--- src/rtl/decoder_pkg.sv ---
// Shared types and constants for the trace stimulus generator: priority levels,
// generator state encoding and the default sample word width.
package decoder_pkg;

  localparam int unsigned FifoEntryWidthBits = 32;

  typedef logic [1:0] PrioT;

  localparam PrioT IDLE_LEVEL    = 2'd2;
  localparam PrioT BURST_LEVEL   = 2'd1;
  localparam PrioT PREEMPT_LEVEL = 2'd0;

  typedef enum logic [1:0] {
    StIdle,
    StWait,
    StBurst,
    StDone
  } stim_state_e;

endpackage

--- src/rtl/stim_sample_store.sv ---
// Sample register file: one synchronous write port, one asynchronous read port.
// Deliberately has no reset so software-loaded samples survive a generator reset.
module stim_sample_store #(
  parameter int unsigned NUM_SAMPLES = 4,
  parameter int unsigned DATA_W      = 32,
  localparam int unsigned IdxW       = $clog2(NUM_SAMPLES)
) (
  input  logic              clk_i,
  input  logic              wr_en_i,
  input  logic [IdxW-1:0]   wr_idx_i,
  input  logic [DATA_W-1:0] wr_data_i,
  input  logic [IdxW-1:0]   rd_idx_i,
  output logic [DATA_W-1:0] rd_data_o
);

  logic [DATA_W-1:0] mem_q [NUM_SAMPLES];

  always_ff @(posedge clk_i) begin
    if (wr_en_i) begin
      mem_q[wr_idx_i] <= wr_data_i;
    end
  end

  assign rd_data_o = mem_q[rd_idx_i];

endmodule

--- src/rtl/trace_stim_gen.sv ---
// Periodic / one-shot burst generator feeding stored sample words to a trace encoder
// with a valid/ready handshake and an optional preempt-level word.
module trace_stim_gen
  import decoder_pkg::*;
#(
  parameter int unsigned NUM_SAMPLES = 4,
  parameter int unsigned PERIOD_W    = 26,
  parameter int unsigned DATA_W      = FifoEntryWidthBits,
  localparam int unsigned IdxW       = $clog2(NUM_SAMPLES)
) (
  input  logic                clk_i,
  input  logic                reset_i,
  input  logic                enable_i,
  input  logic                one_shot_i,
  input  logic [PERIOD_W-1:0] period_i,
  input  logic                preempt_en_i,
  input  logic [IdxW-1:0]     preempt_idx_i,
  input  logic                load_en_i,
  input  logic [IdxW-1:0]     load_idx_i,
  input  logic [DATA_W-1:0]   load_data_i,
  input  logic                ready_i,
  output logic                csr_enable_o,
  output logic [DATA_W-1:0]   rs1_data_o,
  output PrioT                level_o,
  output logic                busy_o,
  output logic [15:0]         burst_cnt_o
);

  localparam logic [IdxW-1:0] LastIdx = IdxW'(NUM_SAMPLES - 1);

  stim_state_e         state_q, state_d;
  logic [IdxW-1:0]     idx_q, idx_d;
  logic [PERIOD_W-1:0] cnt_q, cnt_d;
  logic                csr_en_q, csr_en_d;
  logic [DATA_W-1:0]   rs1_q, rs1_d;
  PrioT                level_q, level_d;
  logic                busy_q, busy_d;
  logic [15:0]         burst_cnt_q, burst_cnt_d;

  logic [PERIOD_W-1:0] wait_last;
  logic [IdxW-1:0]     rd_idx;
  logic [DATA_W-1:0]   rd_data;
  logic [DATA_W-1:0]   fetch_data;

  assign wait_last = (period_i == '0) ? '0 : period_i - PERIOD_W'(1);

  stim_sample_store #(
    .NUM_SAMPLES(NUM_SAMPLES),
    .DATA_W     (DATA_W)
  ) u_store (
    .clk_i    (clk_i),
    .wr_en_i  (load_en_i),
    .wr_idx_i (load_idx_i),
    .wr_data_i(load_data_i),
    .rd_idx_i (rd_idx),
    .rd_data_o(rd_data)
  );

  // Read the word that will be presented next cycle.
  always_comb begin
    rd_idx = '0;
    if (state_q == StBurst) begin
      rd_idx = (ready_i && idx_q != LastIdx) ? idx_q + IdxW'(1) : idx_q;
    end
  end

  // Same-cycle write to the word about to be presented wins over the stale store value.
  assign fetch_data = (load_en_i && load_idx_i == rd_idx) ? load_data_i : rd_data;

  always_comb begin
    state_d     = state_q;
    idx_d       = idx_q;
    cnt_d       = cnt_q;
    csr_en_d    = 1'b0;
    rs1_d       = rs1_q;
    level_d     = IDLE_LEVEL;
    burst_cnt_d = burst_cnt_q;

    unique case (state_q)
      StIdle: begin
        if (enable_i) begin
          state_d = StWait;
          cnt_d   = '0;
        end
      end
      StWait: begin
        if (!enable_i) begin
          state_d = StIdle;
        end else if (cnt_q == wait_last) begin
          state_d  = StBurst;
          idx_d    = '0;
          csr_en_d = 1'b1;
          rs1_d    = fetch_data;
          level_d  = (preempt_en_i && preempt_idx_i == '0) ? PREEMPT_LEVEL : BURST_LEVEL;
        end else begin
          cnt_d = cnt_q + PERIOD_W'(1);
        end
      end
      StBurst: begin
        if (!ready_i) begin
          csr_en_d = 1'b1;
          rs1_d    = fetch_data;
          level_d  = level_q;
        end else if (idx_q == LastIdx) begin
          burst_cnt_d = burst_cnt_q + 16'd1;
          idx_d       = '0;
          cnt_d       = '0;
          state_d     = one_shot_i ? StDone : (enable_i ? StWait : StIdle);
        end else begin
          idx_d    = idx_q + IdxW'(1);
          csr_en_d = 1'b1;
          rs1_d    = fetch_data;
          level_d  = (preempt_en_i && preempt_idx_i == idx_d) ? PREEMPT_LEVEL : BURST_LEVEL;
        end
      end
      StDone: begin
        if (!enable_i) begin
          state_d = StIdle;
        end
      end
    endcase

    busy_d = (state_d == StWait) || (state_d == StBurst);
  end

  always_ff @(posedge clk_i or posedge reset_i) begin
    if (reset_i) begin
      state_q     <= StIdle;
      idx_q       <= '0;
      cnt_q       <= '0;
      csr_en_q    <= 1'b0;
      rs1_q       <= '0;
      level_q     <= IDLE_LEVEL;
      busy_q      <= 1'b0;
      burst_cnt_q <= '0;
    end else begin
      state_q     <= state_d;
      idx_q       <= idx_d;
      cnt_q       <= cnt_d;
      csr_en_q    <= csr_en_d;
      rs1_q       <= rs1_d;
      level_q     <= level_d;
      busy_q      <= busy_d;
      burst_cnt_q <= burst_cnt_d;
    end
  end

  assign csr_enable_o = csr_en_q;
  assign rs1_data_o   = rs1_q;
  assign level_o      = level_q;
  assign busy_o       = busy_q;
  assign burst_cnt_o  = burst_cnt_q;

endmodule

--- config.mk ---
export PLATFORM = sky130hd
export DESIGN_NAME = trace_stim_gen
export DESIGN_NICKNAME = d
export VERILOG_FILES = /design/src/rtl/decoder_pkg.sv /design/src/rtl/stim_sample_store.sv /design/src/rtl/trace_stim_gen.sv
export SDC_FILE = /design/constraint.sdc
export NUM_CORES = 1
export LEC_CHECK = 0
export CELL_PAD_IN_SITES_DETAIL_PLACEMENT = 1
export CELL_PAD_IN_SITES_GLOBAL_PLACEMENT = 2
export CORE_ASPECT_RATIO = 1.25
export CORE_MARGIN = 10
export CORE_UTILIZATION = 43
export CTS_BUF_LIST = sky130_fd_sc_hd__clkbuf_16
export DETAILED_ROUTE_END_ITERATION = 6
export GPL_TIMING_DRIVEN = 0
export PLACE_DENSITY_LB_ADDON = 0.1
export SYNTH_ARGS = -nofsm -noshare
export SYNTH_HDL_FRONTEND = slang
export SYNTH_HIERARCHICAL = 1
export SYNTH_SLANG_ARGS = --single-unit
--- constraint.sdc ---
create_clock -name clk_i -period 8.4 [get_ports clk_i]
set_input_delay 1.26 -clock clk_i [delete_from_list [all_inputs] [get_ports clk_i]]
set_output_delay 1.26 -clock clk_i [all_outputs]
set_load 0.05 [all_outputs]
==> results.json <==
{
  "setup_viol": 0,
  "grt_pass1_vias": 7899,
  "core_um2": 24340,
  "clkLatencyLatePin_ns": 0.51,
  "grt_pass1_wl_um": 44900,
  "ctsResizeCount": 0,
  "cts-buffers-inserted": 22,
  "cpMaxStageDelayCell": "clkdlybuf4s50_1",
  "ir_worst_vdd_mv": 0.1311,
  "worstMarginPinSlew_ns": 0.9375,
  "synth_top_area_share_pct": 36.39,
  "worstPathArrival_ns": 5.94,
  "final_util_pct": 53.23,
  "synth_nets": 847,
  "synth-edff-count": 128,
  "firstDrtPassIters": 4,
  "finalCritPeriodShare_pct": 66.26,
  "hp-class": "reg -> reg",
  "die_y_um": 195.2,
  "path_cells": "clkdlybuf4s50_1 > inv_1 > ha_1 > or3b_4 > nor4b_2 > nand2b_1 > clkbuf_1 > o2111ai_1 > o31ai_1 > or4_4 > nor4_2 > a21o_2 > and3_1 > buf_6 > buf_12 > mux2_4",
  "portBuffers": 116,
  "netlist_instances": 769,
  "min_period_ns": 5.566,
  "reg2reg_depth": 9,
  "setup_tns_ns": 0,
  "endpoint_kind": "register",
  "switching_share_pct": 32.76,
  "cts.path.max_buffers": 3,
  "drive_above_1_share_pct": 20.41,
  "status": "complete, no violations",
  "yosys.area.top_type": "edfxtp_1",
  "p_sw_uw": 1069,
  "area_delta_synth_final_pct": 22.67,
  "via_per_inst": 5.616,
  "grt-ovfl-total": 0,
  "async_flop_share_pct": 39.05,
  "synth_commonest_cells": "edfxtp_1 (128), dfrtp_1 (81), mux2_2 (36), nand2_1 (35), nor2_1 (34)",
  "avgSynthCellArea_um2": 13.74,
  "hold_depth": 1,
  "slew_headroom_pct": 37.50,
  "grt_max_degree": 52,
  "p_comb_share_pct": 31.1,
  "num_vias": 7087,
  "synth_seq_cells": 210,
  "h-tree-depth": 1,
  "final-hold-violation-count": 0,
  "clkSinkCount": 210,
  "dp_hpwl_um": 20320,
  "final_cells": 1262,
  "internal_power_uw": 2194,
  "ctsRootBufferMaster": "clkbuf_16",
  "seq_area_frac_synth_pct": 55.83,
  "p_clk_share_pct": 28.9,
  "drc_errors": 0,
  "powerDensity_nw_per_um2": 251.9,
  "finClkSkew_ns": 0.02059,
  "synthTopCellsByArea": "edfxtp_1 (36%), dfrtp_1 (19%), mux4_2 (6.4%)",
  "postCtsHoldBufs": 0,
  "pin_count": 121,
  "slowest_delay_ns": 0.48,
  "n_fill_cell": 2495,
  "yosys_most_used_dff": "edfxtp_1",
  "initial_core_util_pct": 43.39,
  "drv_slew": 0,
  "maxClockFrequency_mhz": 179.7,
  "startpoint_type": "input pin",
  "fin_nets": 993,
  "critical_path.max_fanout": 10,
  "ant_nets": 0,
  "wl_per_cell_um": 22.19,
  "syn_area_um2": 10560,
  "place_congestion": 0.8739,
  "netlist-cell-type-count": 81,
  "placed_cells": 1221,
  "cp_data_required_time_ns": 8.78,
  "pwr-share-seq_pct": 40.0,
  "wl_um": 28000,
  "initialDrtViolationCount": 303,
  "ys_warn_count": 6,
  "grtUsageTotal_pct": 17.75,
  "path_clk_slew_ns": 0.06,
  "antenna_found_initial": 1,
  "rows": 64,
  "die_area_um2": 31270,
  "maxCapViolations": 0,
  "setup.worst_path.class": "in -> reg",
  "total_leakage_power_uw": 0.004614,
  "post_cts_buffers": 0,
  "synth.most_common_cell": "edfxtp_1",
  "die_w_um": 160.2,
  "cts_tree": "yes",
  "rsz0062_at_grt": "no"
}
power groups by stage:
stage | Clock [uW] | Sequential, uW | Combinational (uW)
2_1_floorplan | 0 | 1600 | 395
3_3_place_gp | 0 | 1320 | 999
3_5_place_dp | 0 | 1320 | 1020
4_1_cts | 972 | 1310 | 1030
5_1_grt | 1010 | 1320 | 1070
6_report | 943 | 1310 | 1010
per-layer routing:
metal  global-route usage (%)  vias up  share of wire [%]
li1                         -     3266                  -
met3                    2.315       36                3.2
met5                        0        -                  0
met2                    33.87      149                 55
met1                    19.88     3636                 40
met4                    5.552        0                2.4
per-stage QoR:
stage               cell area, um^2  setup slack, ns  power, uW  hold slack (ns)
finish                        12960            2.834       3263           0.4671
global route                  12960            2.595       3400           0.5055
CTS                           12950            2.848       3307           0.4747
detailed placement            12250            2.342       2349           0.4663
global placement              12140            1.593       2314           0.4592
floorplan                     10560            3.544       1994           0.5190
cell usage in the layout, fill, tap and decap left out, types with 9 or more instances in the layout:
| master | instances |
|---|---|
| a21oi_1 | 24 |
| clkdlybuf4s50_1 | 116 |
| ha_1 | 9 |
| xor2_1 | 16 |
| nor2_1 | 34 |
| inv_1 | 22 |
| buf_6 | 9 |
| dfrtp_1 | 81 |
| nand3_1 | 24 |
| o21ai_0 | 27 |
| clkbuf_16 | 22 |
| mux2_4 | 30 |
| o31ai_1 | 10 |
| mux4_2 | 30 |
| edfxtp_1 | 128 |
| nand2_1 | 35 |
| nor3_1 | 18 |
| or3_1 | 16 |
| clkbuf_1 | 17 |
| nand4_1 | 14 |
| mux2_2 | 36 |
| or4_1 | 10 |
| nor4_1 | 12 |
| and3_1 | 14 |
| xnor2_1 | 31 |
kinds of logic (layout without fill, tap and decap cells):
family	count (synthesis)	in the layout	share of synthesized area, %
xor gates and xnor gates	47	47	3.897
and+or+nand+nor	225	225	12.27
buffers and inverters	60	222	4.051
DFF	210	210	55.83
muxes	103	103	15.47
AOI/OAI and AO/OA	115	115	7.416
other	0	1	0
adders and majority gates	9	9	1.066
registers in the layout, indices dropped and copies added (netlist names):
signal / flops
state_q: 2
level_o: 2
cnt_q: 26
idx_q: 2
busy_o: 1
rs1_data_o: 32
u_store/mem_q: 128
burst_cnt_o: 16
csr_enable_o: 1
final timing paths:
check                                            start                           to  slack (ns)
min                        burst_cnt_o[15]$_DFFE_PP0P_  burst_cnt_o[15]$_DFFE_PP0P_        0.47
max reg2reg                       state_q[0]$_DFF_PP0_   rs1_data_o[25]$_DFFE_PP0P_        4.69
min reg2reg                burst_cnt_o[15]$_DFFE_PP0P_  burst_cnt_o[15]$_DFFE_PP0P_        0.47
max                                        period_i[0]    rs1_data_o[7]$_DFFE_PP0P_        2.83
min in group asynchronous                      reset_i   rs1_data_o[23]$_DFFE_PP0P_        1.15
max in group asynchronous                      reset_i             busy_o$_DFF_PP0_        6.59
worst max-delay path, delay by kind of cell:
family	cells	cell delay, ns
mux	1	0.31
simple gates	6	2.04
buf+inv	5	1.20
fa+ha+maj	1	0.27
compound gates	3	0.84
area by class of cell:
class | count | area (um^2) | share of cell area, %
flip-flops and latches | 210 | 5897 | 45.51
multi-input cells | 499 | 4247 | 32.77
repair buffers | 122 | 1266 | 9.772
clock buffers | 22 | 550.5 | 4.249
well taps | 330 | 412.9 | 3.187
plain buffers | 41 | 356.6 | 2.752
clock inverters | 18 | 151.4 | 1.168
inverters | 19 | 73.82 | 0.5697
diodes | 1 | 2.502 | 0.01931
(Power assumes the default switching activity.)
